**config.mk**
```make
export PLATFORM = sky130hd
export DESIGN_NAME = pwm_dac_flat
export DESIGN_NICKNAME = d
export VERILOG_FILES = /design/src/rtl/pwm_dac_if.sv /design/src/rtl/pwm_dac.sv /design/src/flat_wrapper.sv
export SDC_FILE = /design/constraint.sdc
export NUM_CORES = 1
export LEC_CHECK = 0
export ABC_AREA = 0
export CORE_ASPECT_RATIO = 0.8
export CORE_MARGIN = 2
export CORE_UTILIZATION = 35
export CTS_BUF_LIST = sky130_fd_sc_hd__clkbuf_4 sky130_fd_sc_hd__clkbuf_8
export DETAILED_ROUTE_END_ITERATION = 6
export PLACE_DENSITY = 0.7
export SETUP_SLACK_MARGIN = 0.1
export SKIP_LAST_GASP = 1
export SLEW_MARGIN = 40
export SYNTH_ARGS = -nofsm -noshare
export SYNTH_HDL_FRONTEND = slang
export SYNTH_SLANG_ARGS = --single-unit
export TNS_END_PERCENT = 50
```
**constraint.sdc**
```tcl
create_clock -name clk -period 2.2 [get_ports clk]
set_input_delay 0.55 -clock clk [delete_from_list [all_inputs] [get_ports clk]]
set_output_delay 0.55 -clock clk [all_outputs]
set_load 0.005 [all_outputs]
```
**src/rtl/pwm_dac_if.sv**
```systemverilog
// rtl/pwm_dac_if.sv - run/sample inputs and PWM drive outputs of pwm_dac
interface pwm_dac_if #(
    parameter int RES = 10
);
    logic           en;
    logic [15:0]    sample;
    logic           pwm_p;
    logic           pwm_n;
    logic           frame;
    logic [RES-1:0] duty;

    modport master (
        output en, sample,
        input  pwm_p, pwm_n, frame, duty
    );

    modport slave (
        input  en, sample,
        output pwm_p, pwm_n, frame, duty
    );
endinterface

```
**src/rtl/pwm_dac.sv**
```systemverilog
// rtl/pwm_dac.sv - PWM DAC with complementary outputs and dead-time insertion
module pwm_dac #(
    parameter int RES  = 10,
    parameter int DEAD = 2
) (
    input  logic       clk,
    input  logic       rst,
    pwm_dac_if.slave   bus
);
    localparam int DW = (DEAD > 0) ? $clog2(DEAD + 1) : 1;
    localparam logic [RES-1:0] CNT_MAX   = '1;
    localparam logic [DW-1:0]  DEAD_INIT = DW'(DEAD);
    localparam logic [DW-1:0]  DEAD_RELOAD = (DEAD > 0) ? DW'(DEAD - 1) : '0;

    typedef enum logic {IDLE, RUN} state_e;

    state_e         state_q, state_d;
    logic [RES-1:0] cnt_q, cnt_d;
    logic [RES-1:0] duty_q, duty_d;
    logic [DW-1:0]  dead_q, dead_d;
    logic           raw_last_q, raw_last_d;
    logic           pwm_p_q, pwm_p_d;
    logic           pwm_n_q, pwm_n_d;
    logic [15:0]    offset;
    logic [RES-1:0] duty_conv;
    logic           raw;

    // Signed sample to offset binary, then keep the top RES bits (truncation).
    always_comb begin
        offset    = {~bus.sample[15], bus.sample[14:0]};
        duty_conv = RES'(offset >> (16 - RES));
    end

    assign raw = (state_q == RUN) && (cnt_q < duty_q);

    always_comb begin
        state_d    = state_q;
        cnt_d      = cnt_q;
        duty_d     = duty_q;
        dead_d     = dead_q;
        raw_last_d = 1'b0;
        pwm_p_d    = 1'b0;
        pwm_n_d    = 1'b0;
        case (state_q)
            IDLE: begin
                cnt_d  = '0;
                dead_d = '0;
                if (bus.en) begin
                    state_d = RUN;
                    duty_d  = duty_conv;
                    // Entry behaves like a raw edge: a full dead window precedes either drive.
                    dead_d  = DEAD_INIT;
                end
            end
            RUN: begin
                cnt_d      = cnt_q + 1'b1;
                raw_last_d = raw;
                if (cnt_q == CNT_MAX) begin
                    if (bus.en) begin
                        duty_d = duty_conv;
                    end else begin
                        state_d = IDLE;
                    end
                end
                if (DEAD == 0) begin
                    pwm_p_d = raw;
                    pwm_n_d = ~raw;
                end else if (raw != raw_last_q) begin
                    dead_d = DEAD_RELOAD;
                end else if (dead_q != '0) begin
                    dead_d = dead_q - 1'b1;
                end else begin
                    pwm_p_d = raw;
                    pwm_n_d = ~raw;
                end
                if (state_d == IDLE) begin
                    pwm_p_d = 1'b0;
                    pwm_n_d = 1'b0;
                    dead_d  = '0;
                end
            end
            default: begin
                state_d = IDLE;
            end
        endcase
    end

    always_ff @(posedge clk) begin
        if (rst) begin
            state_q    <= IDLE;
            cnt_q      <= '0;
            duty_q     <= '0;
            dead_q     <= '0;
            raw_last_q <= 1'b0;
            pwm_p_q    <= 1'b0;
            pwm_n_q    <= 1'b0;
        end else begin
            state_q    <= state_d;
            cnt_q      <= cnt_d;
            duty_q     <= duty_d;
            dead_q     <= dead_d;
            raw_last_q <= raw_last_d;
            pwm_p_q    <= pwm_p_d;
            pwm_n_q    <= pwm_n_d;
        end
    end

    assign bus.pwm_p = pwm_p_q;
    assign bus.pwm_n = pwm_n_q;
    assign bus.frame = (state_q == RUN) && (cnt_q == '0);
    assign bus.duty  = duty_q;
endmodule
```
**src/flat_wrapper.sv**
```systemverilog
// flat-port wrapper written by rule: the top's interface ports become plain ports
module pwm_dac_flat 
#(
    parameter int RES  = 10,
    parameter int DEAD = 2
)
  (clk, rst, bus_en, bus_sample, bus_pwm_p, bus_pwm_n, bus_frame, bus_duty);
  pwm_dac_if #(.RES(RES)) bus_i ();
  input  logic clk;
  input  logic rst;
  input wire logic [$bits(bus_i.en)-1:0] bus_en;
  input wire logic [$bits(bus_i.sample)-1:0] bus_sample;
  output wire logic [$bits(bus_i.pwm_p)-1:0] bus_pwm_p;
  output wire logic [$bits(bus_i.pwm_n)-1:0] bus_pwm_n;
  output wire logic [$bits(bus_i.frame)-1:0] bus_frame;
  output wire logic [$bits(bus_i.duty)-1:0] bus_duty;
  assign bus_i.en = bus_en;
  assign bus_i.sample = bus_sample;
  assign bus_pwm_p = bus_i.pwm_p;
  assign bus_pwm_n = bus_i.pwm_n;
  assign bus_frame = bus_i.frame;
  assign bus_duty = bus_i.duty;
  pwm_dac #(.RES(RES), .DEAD(DEAD)) u_core (.clk(clk), .rst(rst), .bus(bus_i));
endmodule
```
### After elaboration in Yosys (flattened, before gate mapping)

Cells that the tools add are included.

* flip-flop bits (word level): 26
* output and inout bits: 13
* input port bits: 19
* logic and storage cells: 37

* reduce and logical (&&, ||, !) cells: 6
* add/subtract/negate cells: 2
* equality and inequality tests: 4
* magnitude comparators: 1
* mux-type cells: 13
* bitwise gates (word level): 4

Operators by type and width (number)
* $pmux 10 s2: 2
* $mux 10: 2
* $add 10x1->10 const B: 1
* $eq 10x10->1 const B: 1
* $logic_not 10->1: 1
* $lt 10x10->1: 1
* $mux 2: 4
* $reduce_or 5->1: 1
* $ne 4x4->1 const B: 1
* $not 1->1: 4
* $pmux 2 s2: 1
* $mux 1: 3
* $logic_and 1x1->1: 2
* $ne 2x2->1 const B: 1
* $pmux 1 s2: 1
* $reduce_bool 2->1: 1
* $reduce_or 2->1: 1
* $sub 2x1->2 const B: 1
* $ne 1x1->1: 1

### Longest topological paths before layout

Gate-level depths: netlist of run 1.

* word-level depth: 6
* mapped depth: 8
* gate-level depth less buffers: 8

### Worst setup path after synthesis of run 1

No wires, ideal clock.

* path kind: register to register
* from: register u_core.duty_q[3] (netlist: u_core.bus.duty[3])
* to: register u_core.dead_q[1]
* cell stages (with the launch flop): 9
* buffers on the path: 0
* clock period less this slack: 1752 ps
* setup slack: 448 ps
* setup time: 86 ps
* data arrival time: 1665 ps
* data required time: 2114 ps
* path through: dfxtp_1 > inv_1 > ha_1 > a21o_1 > a21oi_1 > nor3b_1 > nor3_4 > xnor2_1 > a221oi_2

* word-level cells in the longest chain between the ends: 6
* elaborated cells on any way between the ends: 7
* those cells by class: 1 x order compare; 2 x eq/ne; 3 x mux; 1 x reduce/logical

Ends and longest elaborated chain
* start, declared: line pwm_dac.sv:19 `logic [RES-1:0] duty_q, duty_d;`
* start signal, assigned: line pwm_dac.sv:100 `duty_q <= duty_d;`
* $lt 10x10->1 (*): line pwm_dac.sv:34 `assign raw = (state_q == RUN) && (cnt_q < duty_q);`
* $logic_and 1x1->1 (*): line pwm_dac.sv:34
* $ne 1x1->1 (*): line pwm_dac.sv:68 `end else if (raw != raw_last_q) begin`
* $mux 2: line pwm_dac.sv:68
* $mux 2: line pwm_dac.sv:76 `if (state_d == IDLE) begin`
* $pmux 2 s2: line pwm_dac.sv:44 `case (state_q)`
* end signal, assigned: line pwm_dac.sv:93 `dead_q <= '0;`
* end signal, assigned: line pwm_dac.sv:101 `dead_q <= dead_d;`
* end, declared: line pwm_dac.sv:20 `logic [DW-1:0] dead_q, dead_d;`

Every way passes the cells marked *; elsewhere a longest branch is shown, timed or not.
A chain may end at the register's enable or synchronous reset.

### Worst setup path after layout of run 1

* from: register u_core.duty_q[4] (netlist: u_core.bus.duty[4])
* to: register u_core.dead_q[1]

The elaborated chain is that of the path after synthesis.

==> out/summary.txt, run 1 <==
outcome - completed
pin count of the biggest net entering global routing - 14
RSZ-0062 raised after global routing - no
CTS tree - yes
Max stage delay on crit path - 0.36 ns
antenna cells - 0
dpl hpwl - 2168 um
Setup crit start kind - flop
antenna violations before repair - 0
Crit path top cell by count - nor3_4
Util after Layout - 48.29%
Net Count, Synth - 173
routed wire length - 2838 um
# placed instances - 208
Critical Path End Type - flop
vias in the first global route - 1094
max-cap viol count - 0
IO Pins - 32
Initial Util - 37.38%
Num CTS Buffers - 3
ANT nets after route - 0
Hold/Removal Path Class - flop to flop
sequential-to-total area share from yosys stat - 39.58%
Bufs on Longest Clock Path - 2
Clock Latency Late Sink - 0.27 ns
Relative slew margins - 63.94%
Starting DRT DRC Count - 28
Clock transition at path regs - 0.09 ns
top routing layer in use - met4
All-Layer GR Usage - 15.38%
Die W - 72.53 um
Layout fillers - 334
Fin Setup TNS - 0 ns
Final Hold Fails - 0
hold_ws - 0.5040 ns
Worst-Margin Slew - 0.5397 ns
period utilisation layout - 90.86%
worst-case reg-to-reg path depth - 7
area grow syn2layout - 29.21%
PortBufs - 25
Met3 Routed Length - 94 um
Post-Syn Area per Cell - 9.261 um^2
Final Power - 945.9 uW
CP Max Fanout - 4
YS warnings - 0
Syn Inst Count - 142
final cell count without fillers - 211
Setup Buffers After CTS - 0
area fraction of the dominant cell type after synthesis - 39.58%
Post-CTS Hold Buffers - 0
Crit path required time - 2.38 ns
# rows - 19
Leakage Power - 0.6597 nW
post-synth cell types - 32
post-route clock skew - 0.004023 ns
M1 WL - 1304 um
CP Class - flop to flop
drc violations - 0
nets - 202
core footprint - 3518 um^2
Vias - 1063
final instance area - 1699 um^2
fin crit period - 1.999 ns
Vias/cell - 5.038
clk sinks - 26
WL/cell - 13.45 um
DP Area - 1620 um^2
WL met2 - 1410 um
CP max-delay cell - dfxtp_1
synthesis-stage register bit count - 26
Synth area leader - dfxtp_1
PD cells - 556.7 nW/um^2
first-pass GRT wire length - 5092 um
Die Ht - 58.83 um
Slew Viols, Final - 0
root buffer cell - clkbuf_8
VDD IR max - 0.2952 mV
pre-CTS setup slack - 0.1689 ns
Worst Hold Path Cells - 1
critical path data arrival time - 2.17 ns
Max Fclk - 500.3 MHz
Final Setup Violations - 0
DRT Pass-1 Iters - 4
Worst Slack Setup Final - 0.2012 ns
GPL Wtd Cong - 0.8089
Post-Syn Area - 1315 um^2
Critical Path, Cell by Cell - inv_1 -> ha_1 -> a41oi_1 -> nor3_4 -> nor3_4 -> xnor2_1 -> a221oi_2
H-tree depth - 1
grt ovf - 0
layout cells sized above 1 - 10.65%
Die ar. - 4267 um^2
synth top area cells - dfxtp_1 (40%), ha_1 (11%), mux2i_1 (7.6%), nor2_1 (6.9%), inv_1 (4.0%)
-- cells in the final DEF (no fill, tap or decap), types with 2 or more instances in the layout --
cell type | Yosys | final
nor4_1 | 3 | 2
nand4_1 | 2 | 2
xor2_1 | 6 | 6
dfxtp_2 | 0 | 2
clkdlybuf4s50_1 | 0 | 24
nor3_1 | 4 | 3
nand2_1 | 4 | 4
mux2i_1 | 10 | 10
clkbuf_8 | 0 | 3
nand2b_1 | 2 | 2
dfxtp_1 | 26 | 23
nor2b_1 | 2 | 2
inv_1 | 14 | 14
nor3b_1 | 3 | 2
nor2_1 | 24 | 24
a21oi_1 | 3 | 2
ha_1 | 12 | 12
nor3_4 | 1 | 2
buf_4 | 0 | 2
nand3_1 | 5 | 5
xnor2_1 | 4 | 4
-- sequential cells by signal (all words and copies together), names as in the netlist --
name	flops
u_core.cnt_q	10
u_core.bus.pwm_p	1
u_core.bus.duty	10
u_core.state_q	1
u_core.dead_q	2
u_core.bus.pwm_n	1
u_core.raw_last_q	1
-- cell type report --
cell class,instances,area (um^2),share of cell area (%)
inverter,14,52.55,3.093
multi-input combinational,99,762.0,44.85
tap,42,52.55,3.093
sequential,26,526.8,31.00
clock buffer,3,41.29,2.430
timing repair buffer,27,264.0,15.54
-- report_power, final --
| group | total (mW) | leakage [nW] | internal (mW) | switching, mW |
|---|---|---|---|---|
| clock | 0.264 | 0.0216 | 0.123 | 0.141 |
| sequential | 0.505 | 0.214 | 0.489 | 0.0165 |
| combinational | 0.177 | 0.424 | 0.0958 | 0.0809 |
-- logic make-up (layout without fill, tap and decap cells) --
| logic type | Yosys count | count (layout) | share of synthesized area, % |
|---|---|---|---|
| compound gates | 13 | 13 | 8.183 |
| xor+xnor | 10 | 10 | 6.660 |
| fa+ha+maj | 12 | 12 | 11.42 |
| buf+inv | 17 | 44 | 4.947 |
| flops | 26 | 26 | 39.58 |
| mux | 10 | 10 | 7.612 |
| simple gates | 54 | 54 | 21.60 |
-- per-layer routing --
| metal | vias to the layer above | track usage [%] |
|---|---|---|
| li1 | 536 | - |
| met1 | 505 | 18.93 |
| met2 | 18 | 27.40 |
| met3 | 4 | 4.281 |
| met4 | 0 | 2.381 |
| met5 | - | 0 |
-- cell usage after synthesis --
master    number
nand2b_4       1
nand4_1        2
clkbuf_1       2
nor2_1        24
a21oi_1        3
nand3_2        1
buf_2          1
inv_1         14
nor4_1         3
o41ai_2        1
a21boi_0       1
nor3b_1        3
nand3_1        5
nor3_4         1
nand2b_1       2
o31ai_1        1
a41oi_1        1
xnor2_1        4
a211oi_1       1
a211oi_2       1
nand2_1        4
dfxtp_1       26
mux2i_1       10
and4_1         1
a21o_1         1
ha_1          12
a221oi_2       1
nor2b_1        2
o21ai_0        2
xor2_1         6
nor3_1         4
and3_1         1
-- worst paths after layout --
kind                                         end          startpoint  slack, ns
worst max-delay path            u_core.dead_q[1]  u_core.bus.duty[4]       0.20
worst min-delay path             u_core.cnt_q[0]     u_core.cnt_q[0]       0.50
worst max register to register  u_core.dead_q[1]  u_core.bus.duty[4]       0.20
worst min register to register   u_core.cnt_q[0]     u_core.cnt_q[0]       0.50
-- critical path: cells and delay by family (launching register included) --
kind	cells	cell delay [ns]
compound gates	2	0.64
simple gates	2	0.37
flops	1	0.36
fa+ha+maj	1	0.32
xor+xnor	1	0.15
buf+inv	1	0.06
-- what timing repair did --
item / CTS / global route
endpoints found under the hold margin: 0 / 0
pin swaps: 2 / 2
setup endpoints to repair: 1 / 2
gates resized for setup: 6 / 6
Note: power is estimated with default switching activity, not from simulation.
==> run 2: changes to the inputs <==
- CTS_BUF_LIST: sky130_fd_sc_hd__clkbuf_4 sky130_fd_sc_hd__clkbuf_8 -> sky130_fd_sc_hd__clkbuf_16
==> run 2 against run 1 <==
Cell area up 0.96%. Utilization grew 0.46 points. Non-clock buffer count is the same. Via count fell by 0.47%. Clock-buffer cell count unchanged. Largest power group unchanged. Die area did not move.
==> out/summary.txt, run 2 (synthesis results as in run 1) <==
clk sinks - 26 (unchanged)
Hold EP - u_core.cnt_q[0]
Storage cell area - 525.5 um^2 (-0.24%)
Vias/cell - 5.014 (-0.47%)
PD cells - 624.0 nW/um^2 (+12%)
Critical Path End Type - primary output
Clock transition at path regs - 0.06 ns (-0.03 ns)
Layout fillers - 331 (-0.90%)
Bufs on Longest Clock Path - 2 (unchanged)
IO Pins - 32 (unchanged)
Leakage Power - 0.6718 nW (+1.8%)
DP Area - 1620 um^2 (unchanged)
# rows - 19 (unchanged)
ANT nets after route - 0 (unchanged)
Worst Hold Path Cells - 1 (unchanged)
period utilisation layout - 88.40% (-2.5 points)
area grow syn2layout - 30.45%
max-cap viol count - 0 (unchanged)
critical path data arrival time - 1.39 ns (-0.78 ns)
Worst-Margin Slew - 0.5391 ns (-0.0005409 ns)
Final Hold Fails - 0 (unchanged)
drc violations - 0 (unchanged)
DRT Pass-1 Iters - 4 (unchanged)
Die ar. - 4267 um^2 (unchanged)
first-pass GRT wire length - 5071 um (-0.41%)
Relative slew margins - 63.97% (about the same)
Slew Viols, Final - 0 (unchanged)
final cell count without fillers - 211 (unchanged)
Clock Latency Late Sink - 0.26 ns (about the same)
CTS tree - yes
grt ovf - 0 (unchanged)
root buffer cell - clkbuf_16
Starting DRT DRC Count - 29 (+3.6%)
core footprint - 3518 um^2 (unchanged)
Setup Buffers After CTS - 0 (unchanged)
worst r2r dst - u_core.dead_q[1]
All-Layer GR Usage - 15.38% (unchanged)
most frequent cells in the layout - nor2_1 (24), clkdlybuf4s50_1 (24), dfxtp_1 (22)
# placed instances - 208 (unchanged)
hold_ws - 0.4999 ns (-0.004175 ns)
r2r setup slk - 0.27 ns (+0.07 ns)
Fin Setup TNS - 0 ns (unchanged)
PortBufs - 25 (unchanged)
Multi-input gate area - 745.7 um^2 (-2.1%)
Final Setup Violations - 0 (unchanged)
nets - 202 (unchanged)
dpl hpwl - 2168 um (unchanged)
post-route clock skew - 0.002226 ns (-0.001796 ns)
Max Fclk - 514.2 MHz (+2.8%)
Num CTS Buffers - 3 (unchanged)
Util after Layout - 48.76% (+0.46 points)
Vias - 1058 (-0.47%)
Die W - 72.53 um (unchanged)
antenna cells - 0 (unchanged)
FF-to-FF Start - u_core.bus.duty[7]
H-tree depth - 1 (unchanged)
Setup crit start kind - flop
Crit path required time - 1.65 ns (-0.73 ns)
RSZ-0062 raised after global routing - no
final instance area - 1715 um^2 (+0.96%)
fin crit period - 1.945 ns (-0.05410 ns)
outcome - completed
CP Class - flop to primary output
vias in the first global route - 1097 (+0.27%)
WL/cell - 13.25 um (-1.5%)
worst-case reg-to-reg path depth - 7 (unchanged)
antenna violations before repair - 0 (unchanged)
GPL Wtd Cong - 0.8089 (unchanged)
Initial Util - 37.38% (unchanged)
Worst Slack Setup Final - 0.2553 ns (+0.05410 ns)
layout cells sized above 1 - 10.65% (unchanged)
hold_sp - u_core.cnt_q[0]
pre-CTS setup slack - 0.1689 ns (unchanged)
Hold/Removal Path Class - flop to flop
Final Power - 1.070 mW (+13%)
pin count of the biggest net entering global routing - 14 (unchanged)
VDD IR max - 0.4508 mV (+53%)
routed wire length - 2795 um (-1.5%)
CP Max Fanout - 5 (+1)
Die Ht - 58.83 um (unchanged)
## run 2: cell counts in the layout (fill, tap and decap cells not counted)
No cell type changed its count.
## run 2: area by class of cell
cell class                 count  share of cell area [%]
clock buffer                   3                   4.376
inverter                      14                   3.063
multi-input combinational     99                   43.47
sequential                    26                   30.63
tap                           42                   3.063
timing repair buffer          27                   15.39
## run 2: power breakdown
part	total [mW]	internal, mW	switching, mW
clock	0.395	0.241	0.154
combinational	0.169	0.0935	0.0755
sequential	0.507	0.490	0.0165
## run 2: timing repair
action	4_1_cts	5_1_grt
pin swaps	3	1
gates resized for setup	6	3
hold buffers	0	0
setup endpoints to repair	1	2
gates cloned	0	0
## run 2: layer usage
| layer | GRT usage [%] | wire [um] | vias to the layer above | part of all wire (%) |
|---|---|---|---|---|
| li1 | - | - | 536 | - |
| met1 | 19.24 | 1299 | 497 | 46 |
| met2 | 26.62 | 1354 | 21 | 48 |
| met3 | 4.281 | 111 | 4 | 4.0 |
| met4 | 3.175 | 29 | 0 | 1.0 |
| met5 | 0 | 0 | - | 0 |
## run 2: how the worst max path moves through the flow
stage / startpoint / end / slack [ns] / cells past startpoint
floorplan: u_core.bus.duty[3] / u_core.dead_q[1] / 0.45 / 8
global placement: bus_en / u_core.dead_q[1] / 0.24 / 6
detailed placement: bus_en / u_core.dead_q[1] / 0.17 / 6
CTS: u_core.bus.duty[3] / u_core.dead_q[1] / 0.18 / 8
global route: u_core.bus.duty[7] / u_core.dead_q[1] / 0.11 / 7
finish: u_core.cnt_q[0] / bus_frame / 0.26 / 4
## run 2: critical path, stage by stage (launching register included)
cell and delay, ns:
dfxtp_1 0.42, inv_1 0.08, ha_1 0.19, and4_1 0.18, dlygate4sd2_1 0.26
